`src/rtl/hs_packet_rx.sv`:
```
// Host-side packet receiver: reassembles the processed-sample stream into
// ping-pong packet banks offered through a valid/ready read port.
module hs_packet_rx #(
  parameter int DW      = 16,
  parameter int PKT_LEN = 12,
  parameter int PKTS    = 32,
  parameter int SUMW    = 20
) (
  input  logic            clk,
  input  logic            Reset,
  input  logic [DW-1:0]   Data,
  input  logic            Invalid,
  input  logic            Packet_Done,
  input  logic            Finish,
  output logic            pkt_valid,
  input  logic            pkt_ready,
  input  logic [3:0]      pkt_rd_addr,
  output logic [DW-1:0]   pkt_rd_data,
  output logic [SUMW-1:0] pkt_sum,
  output logic [DW-1:0]   pkt_max,
  output logic [4:0]      pkt_index,
  output logic            frame_done,
  output logic            err_align,
  output logic            err_overrun,
  output logic            err_short
);

  localparam int SW = $clog2(PKT_LEN);
  localparam int PW = $clog2(PKTS + 1);

  typedef enum logic [1:0] {
    IDLE,
    RECV,
    DRAIN,
    DONE
  } state_t;

  state_t            state_q;
  logic [SW-1:0]     scnt_q;
  logic [PW-1:0]     pcnt_q;
  logic              f_q;
  logic              r_q;
  logic [1:0]        full_q;
  logic              drop_q;
  logic [SUMW-1:0]   acc_sum_q;
  logic [DW-1:0]     acc_max_q;
  logic              frame_done_q;
  logic              err_align_q;
  logic              err_overrun_q;
  logic              err_short_q;

  logic [DW-1:0]     mem_q [2][PKT_LEN];
  logic [SUMW-1:0]   sum_q [2];
  logic [DW-1:0]     max_q [2];
  logic [4:0]        idx_q [2];

  logic              accept;
  logic              first;
  logic              last;
  logic              rel;
  logic [1:0]        full_rel;
  logic [1:0]        full_d;
  logic              drop_now;
  logic              close_ok;
  logic              wr;
  logic [SUMW-1:0]   sum_nx;
  logic [DW-1:0]     max_nx;
  logic              addr_ok;

  assign accept = !Invalid && !Finish &&
                  (state_q == IDLE || state_q == RECV);
  assign first  = (scnt_q == '0);
  assign last   = (scnt_q == SW'(PKT_LEN - 1));
  assign rel    = pkt_valid && pkt_ready;

  // Release frees a bank before the fill check sees it.
  always_comb begin
    full_rel = full_q;
    if (rel) full_rel[r_q] = 1'b0;
    drop_now = first ? full_rel[f_q] : drop_q;
    close_ok = accept && last && !drop_now;
    wr       = accept && !drop_now;
    full_d   = full_rel;
    if (close_ok) full_d[f_q] = 1'b1;
  end

  always_comb begin
    sum_nx = first ? SUMW'(Data) : acc_sum_q + SUMW'(Data);
    max_nx = Data;
    if (!first && acc_max_q > Data) max_nx = acc_max_q;
  end

  always_ff @(posedge clk or posedge Reset) begin
    if (Reset) begin
      state_q       <= IDLE;
      scnt_q        <= '0;
      pcnt_q        <= '0;
      f_q           <= 1'b0;
      r_q           <= 1'b0;
      full_q        <= '0;
      drop_q        <= 1'b0;
      acc_sum_q     <= '0;
      acc_max_q     <= '0;
      frame_done_q  <= 1'b0;
      err_align_q   <= 1'b0;
      err_overrun_q <= 1'b0;
      err_short_q   <= 1'b0;
    end else begin
      full_q <= full_d;
      if (rel) r_q <= ~r_q;
      unique case (state_q)
        IDLE, RECV: begin
          if (state_q == RECV && Finish) begin
            if (pcnt_q != PW'(PKTS) || !first)
              err_short_q <= 1'b1;
            scnt_q  <= '0;
            drop_q  <= 1'b0;
            state_q <= DRAIN;
          end else if (accept) begin
            state_q   <= RECV;
            acc_sum_q <= sum_nx;
            acc_max_q <= max_nx;
            if (Packet_Done != last)
              err_align_q <= 1'b1;
            if (first && full_rel[f_q])
              err_overrun_q <= 1'b1;
            if (last) begin
              scnt_q <= '0;
              pcnt_q <= pcnt_q + PW'(1);
              drop_q <= 1'b0;
              if (!drop_now) f_q <= ~f_q;
            end else begin
              scnt_q <= scnt_q + SW'(1);
              drop_q <= drop_now;
            end
          end
        end
        DRAIN: begin
          if (full_q == '0) state_q <= DONE;
        end
        DONE: begin
          frame_done_q <= 1'b1;
        end
        default: state_q <= IDLE;
      endcase
    end
  end

  // Bank payload needs no reset: it is only visible behind a full flag.
  always_ff @(posedge clk) begin
    if (wr) mem_q[f_q][scnt_q] <= Data;
    if (close_ok) begin
      sum_q[f_q] <= sum_nx;
      max_q[f_q] <= max_nx;
      idx_q[f_q] <= pcnt_q[4:0];
    end
  end

  assign pkt_valid = full_q[r_q];
  assign addr_ok   = 32'(pkt_rd_addr) < PKT_LEN;

  assign pkt_rd_data = (pkt_valid && addr_ok) ?
                       mem_q[r_q][pkt_rd_addr] : '0;
  assign pkt_sum     = pkt_valid ? sum_q[r_q] : '0;
  assign pkt_max     = pkt_valid ? max_q[r_q] : '0;
  assign pkt_index   = pkt_valid ? idx_q[r_q] : '0;

  assign frame_done  = frame_done_q;
  assign err_align   = err_align_q;
  assign err_overrun = err_overrun_q;
  assign err_short   = err_short_q;

endmodule

```
`config.mk`:
```
export PLATFORM = sky130hd
export DESIGN_NAME = hs_packet_rx
export DESIGN_NICKNAME = d
export VERILOG_FILES = /design/src/rtl/hs_packet_rx.sv
export SDC_FILE = /design/constraint.sdc
export NUM_CORES = 1
export LEC_CHECK = 0
export CAP_MARGIN = 20
export CELL_PAD_IN_SITES_DETAIL_PLACEMENT = 1
export CELL_PAD_IN_SITES_GLOBAL_PLACEMENT = 2
export CORE_UTILIZATION = 44
export CTS_BUF_LIST = sky130_fd_sc_hd__clkbuf_8
export CTS_CLUSTER_SIZE = 24
export DETAILED_ROUTE_END_ITERATION = 10
export PLACE_DENSITY = 0.76
export SYNTH_ARGS = -nofsm -noshare
export SYNTH_HDL_FRONTEND = slang
export SYNTH_SLANG_ARGS = --single-unit
```
`constraint.sdc`:
```
create_clock -name clk -period 3.2 [get_ports clk]
set_input_delay 0.48 -clock clk [delete_from_list [all_inputs] [get_ports clk]]
set_output_delay 0.48 -clock clk [all_outputs]
set_load 0.01 [all_outputs]
```
======== After elaboration in Yosys (flattened, before gate mapping) ========
Memory sizes are Yosys's and may differ from the RTL's.
Index checks and enable logic that the tools add are counted.
storage, ports and cells
  memories kept ........................... 4
  output and inout port bits .............. 62
  bits in registers ....................... 57
  bits in writable memories ............... 466
  input port bits ......................... 26
  word-level logic and storage cells ...... 115
cells by class
  bitwise logic cells ..................... 9
  $lt $le $gt $ge ......................... 9
  muxes and demuxes ....................... 36
  reduce and logical (&&, ||, !) cells .... 33
  add/sub/neg operators ................... 3
  eq/ne operators ......................... 8
memory list
  memory  depth  bits a word  read ports  clocked after memory_dff  wr ports  line  source
  mem_q   2      192          1           0                         1         52    logic [DW-1:0] mem_q [2][PKT_LEN];
  sum_q   2      20           1           0                         1         53    logic [SUMW-1:0] sum_q [2];
  max_q   2      16           1           0                         1         54    logic [DW-1:0] max_q [2];
  idx_q   2      5            1           0                         1         55    logic [4:0] idx_q [2];
operators by type and width
  cell                 number
  $mux 192             1
  $mux 16              6
  $bmux 16 s4          1
  $demux 16 s4         1
  $mux 20              2
  $add 20x16->20       1
  $gt 16x16->1         1
  $logic_and 1x1->1    13
  $mux 1               13
  $mux 4               3
  $reduce_and 4->1     3
  $ge 5x5->1 const B   2
  $mux 2               5
  $not 4->5            2
  $reduce_and 3->1     3
  $add 6x1->6 const B  1
  $ne 6x6->1 const B   1
  $lt 5x1->1 const B   1
  $mux 5               1
  $reduce_and 5->1     1
  $add 4x1->4 const B  1
  $eq 2x2->1 const B   2
  $eq 4x4->1 const B   1
  $logic_not 1->1      4
  other kinds (19)     28

======== Depth between registers and ports, before layout ========
  depth after elaboration ................. 14
  mapped depth ............................ 11
  gate-level depth less buffers ........... 10

======== Least setup slack after synthesis ========
Ideal clock, no wire load.
  path type ............................... reg2reg
  start ................................... register state_q[1]
  end ..................................... memory idx_q[0][0], enable pin
  period minus slack after synthesis ...... 3.582 ns
  required time ........................... 2.760 ns
  buffers on the path ..................... 1
  path slack .............................. -0.382 ns
  stages on the path, launching flop included .. 6
  arrival ................................. 3.143 ns
  library setup time ...................... 0.440 ns
  path through ............................ dfrtp_1 > clkbuf_1 > or3_1 > nor2_1 > nand2_1 > nor2_1
on the way
  longest elaborated chain between the ends .. 7
  elaborated cells between the ends (all ways) .. 8
  those cells by class .................... eq/ne (1); mux (2); reduce/logical (5)
RTL lines
  element                                        line  source
  start, declared                                38    state_t state_q;
  start signal, assigned                         95    state_q <= IDLE;
  start signal, assigned                         118   state_q <= DRAIN;
  start signal, assigned                         120   state_q <= RECV;
  $eq 2x1->1 or $logic_not 2->1 (tied branches)  71    (state_q == IDLE || state_q == RECV);
  $logic_or 1x1->1 (*)                           71
  $logic_and 1x1->1 (*)                          70    assign accept = !Invalid && !Finish &&
  $logic_and 1x1->1 (*) (2 in a row)             81    close_ok = accept && last && !drop_now;
  $mux 1 (*)                                     152   if (close_ok) begin
  $mux 1 (not written as such) (*)               155   idx_q[f_q] <= pcnt_q[4:0];
  end, declared                                  55
Mark *: on every way between the ends. The rest lies on a longest branch, timed or not.

======== Worst setup path in the final report ========
  start ................................... register r_q
  end ..................................... output pkt_max[8]
on the way
  longest elaborated chain between the ends .. 3
  elaborated cells between the ends (all ways) .. 4
  those cells by class .................... mux (3); memory (1)
RTL lines
  element                                    line  source
  start, declared                            42    logic r_q;
  start signal, assigned                     110   if (rel) r_q <= ~r_q;
  $mux 1 (not written as such) (2 in a row)  159   assign pkt_valid = full_q[r_q];
  $mux 16 (*)                                165   assign pkt_max = pkt_valid ? max_q[r_q] : '0;
  end, declared                              20    output logic [DW-1:0] pkt_max,
Mark *: on every way between the ends. The rest lies on a longest branch, timed or not. The select of a mux whose other input is x is not followed.

==> results.cfg <==
[drt]
wl_um = 58900
first_pass_iters = 5
drt_drc_violations_left = 0
routedWlPerCell_um = 26.4
num_vias = 12300
drtAntennaViolNets = 0
drt_iter0_drc = 1028
vias_per_cell = 5.51

[clock_tree]
insertion_delay_ps = 670
cts_htree_levels = 3
clk_pin_slew_ps = 60
numCtsBuffers = 86
cts_num_sinks = 523
cts_root_buf = clkbuf_8
cts_tree = yes
cts_buffer_depth = 3

[synth]
synth.area.mux_share = 0.166
synth_top_family_by_area = multiplexers
syn_avg_cell_area_um2 = 18.0
synthTopCellsByCount = 466 x edfxtp_1, 112 x mux4_2, 85 x nor2_1
synth-main-ff-cell = edfxtp_1
synthTopCellsByArea = edfxtp_1 64%, mux4_2 12%, dfrtp_1 6.5%, mux2i_1 2.8%, ha_1 2.2%
synthMostInstantiatedCell = edfxtp_1
ys_types = 58
synth-compound-area-share = 0.0346
ys_warn_count = 0
synthArstFlopShare = 0.109
ys_seq_elements = 523
synth_area_um2 = 21800
synth_nets = 1279
synth_top_cell_by_area = edfxtp_1
synth-xor-area-share = 0.00923
synthSimpleGateAreaFrac = 0.0411
synth_edf_count = 466
synth_cells = 1214
synth_fa_ha_area_frac = 0.0227
yosys.area.top_type_share = 0.641
ys_seq_area_frac = 0.706

[outcome]
status = finished with violations
violations = negative setup slack

[place]
place_congestion = 0.821
portBuffers = 87
dp_hpwl_um = 38200

[worst_hold_path]
hp-class = input pin to asynchronous set/reset pin

[pwr]
p_leak_nw = 9.46
power_density_nw_per_um2 = 543
vdd_ir_drop_max_mv = 0.351
power_w = 0.0145

[floorplan]
die-area_um2 = 50500
fp.dieW_um = 225
die_h_um = 225
boundaryPins = 88
start_util = 0.446
rows = 81
core_um2 = 49000

[layout]
fillers = 4535
drive_gt1_frac = 0.308
area_growth_pct = 21.9
finalNetCount = 1554
diodes = 0
final_util = 0.543

[timing]
fin_crit_sh = 1.07
drv_slew = 0
rsz0062_at_grt = yes
setup_viol = 36
period_needed_ps = 3410
clock.fmax_ghz = 0.293
worst_pin_slew_ps = 518
whs_ps = 99.4
skew_ps = 31.2
max-slew-margin-rel = 0.655
fin_ws_ps = -210
hold_violations = 0

[critical_path]
critPathLaunchType = register
worst_r2r_path_depth = 11
cpPeakStageDelay_ps = 550
worstPathArrival_ps = 2930
crit_fanout = 20
critical_path_class = register to output pin
cp.required_ps = 2720
cpMostUsedCell = buf_12
crit_path_cell_trace = buf_12 -> buf_12 -> mux2i_4 -> bufbuf_16 -> nor2_1 -> clkdlybuf4s50_1
critical_path.slowest_cell = dfrtp_4
end_kind = output pin

[global_route]
grt_pass1_wl_um = 87000
antenna_found_initial = 1
grt_max_degree = 45
gr-total-overflow = 0
grt_usage = 0.240
grt_pass1_vias = 13400

[run]
max_cap_viol_count = 0
kinds of logic (layout without fill, tap and decap cells):
group | after synthesis | in the layout
AO/OA/AOI/OAI | 116 | 116
flip-flops | 523 | 523
AND/OR/NAND/NOR | 197 | 197
XOR/XNOR | 23 | 23
buffers and inverters | 102 | 450
multiplexers | 214 | 214
adder cells (fa/ha/maj) | 39 | 39
layout make-up:
type / instances / area, um^2 / share of cell area
Sequential cell: 523 / 15400 / 0.580
Multi-Input combinational cell: 589 / 6080 / 0.229
Timing Repair Buffer: 243 / 2510 / 0.0942
Clock buffer: 88 / 1210 / 0.0455
Tap cell: 664 / 831 / 0.0312
Clock inverter: 73 / 374 / 0.0141
Inverter: 46 / 175 / 0.00658
sequential cells by signal (all words and copies together), names as in the netlist, 2 cells and up:
| signal | cells |
|---|---|
| sum_q | 40 |
| scnt_q | 4 |
| acc_max_q | 16 |
| full_q | 2 |
| acc_sum_q | 20 |
| idx_q | 10 |
| state_q | 2 |
| max_q | 32 |
| mem_q | 384 |
| pcnt_q | 6 |
path summary, 6_finish.rpt:
check                           from            end  slack [ps]
min in group clk           pcnt_q[5]      pcnt_q[5]         470
hold / removal                 Reset      err_short         100
hold reg to reg            pcnt_q[5]      pcnt_q[5]         470
setup reg to reg                 r_q   mem_q[0][33]         150
max in group asynchronous      Reset  acc_sum_q[16]        2500
setup / recovery                 r_q     pkt_max[8]        -210
critical path: cells and delay by family, from the launching register on:
| kind | cells | cell delay, ps |
|---|---|---|
| buffers and inverters | 4 | 1220 |
| AND/OR/NAND/NOR | 1 | 70 |
| flip-flops | 1 | 550 |
| multiplexers | 1 | 400 |
layer usage:
layer	track usage	share of wire	up-vias
met5	0	0	-
met4	0.0761	0.027	0
met3	0.0474	0.053	86
met2	0.413	0.51	360
met1	0.306	0.41	6457
li1	-	-	5372
layout by cell type (no fill, tap or decap), types with 12 or more instances in the layout:
master           instances
a21oi_1                 28
buf_12                  34
buf_2                   15
buf_4                  110
clkbuf_8                88
clkdlybuf4s50_1         47
clkinv_1                21
clkinv_2                14
dfrtp_1                 56
dlygate4sd2_1           22
edfxtp_1               466
ha_1                    38
inv_1                   59
inv_2                   16
mux2_2                  32
mux2i_1                 59
mux4_2                 112
nand2_1                 55
nor2_1                  80
o21ai_0                 25
o22ai_1                 12
xnor2_1                 15
report_power, final:
part	leakage [nW]	total [W]	internal, W	switching, W
sequential	4.90	0.00765	0.00757	0.0000771
combinational	3.65	0.00138	0.000602	0.000782
clock	0.922	0.00542	0.00268	0.00274
total	9.46	0.0145	0.0108	0.00360
timing repair:
| item | in CTS | in global routing |
|---|---|---|
| hold buffers | 0 | 0 |
| pin swaps | 2 | 1 |
| buffers inserted | 11 | 1 |
| gates cloned | 4 | 2 |
| endpoints found under the setup margin | 68 | 36 |
| resized for setup | 133 | 9 |
stage by stage:
step	area (um^2)	TNS, ps	setup slack, ps	std cells
finish	26600	-6510	-210	2226
global route	26600	-8520	-274	2226
CTS	26600	-6760	-238	2225
detailed placement	24700	-5900	-138	2049
global placement	24700	-3220	-138	2049
floorplan	21800	0	294	1214
(Power assumes the default switching activity.)
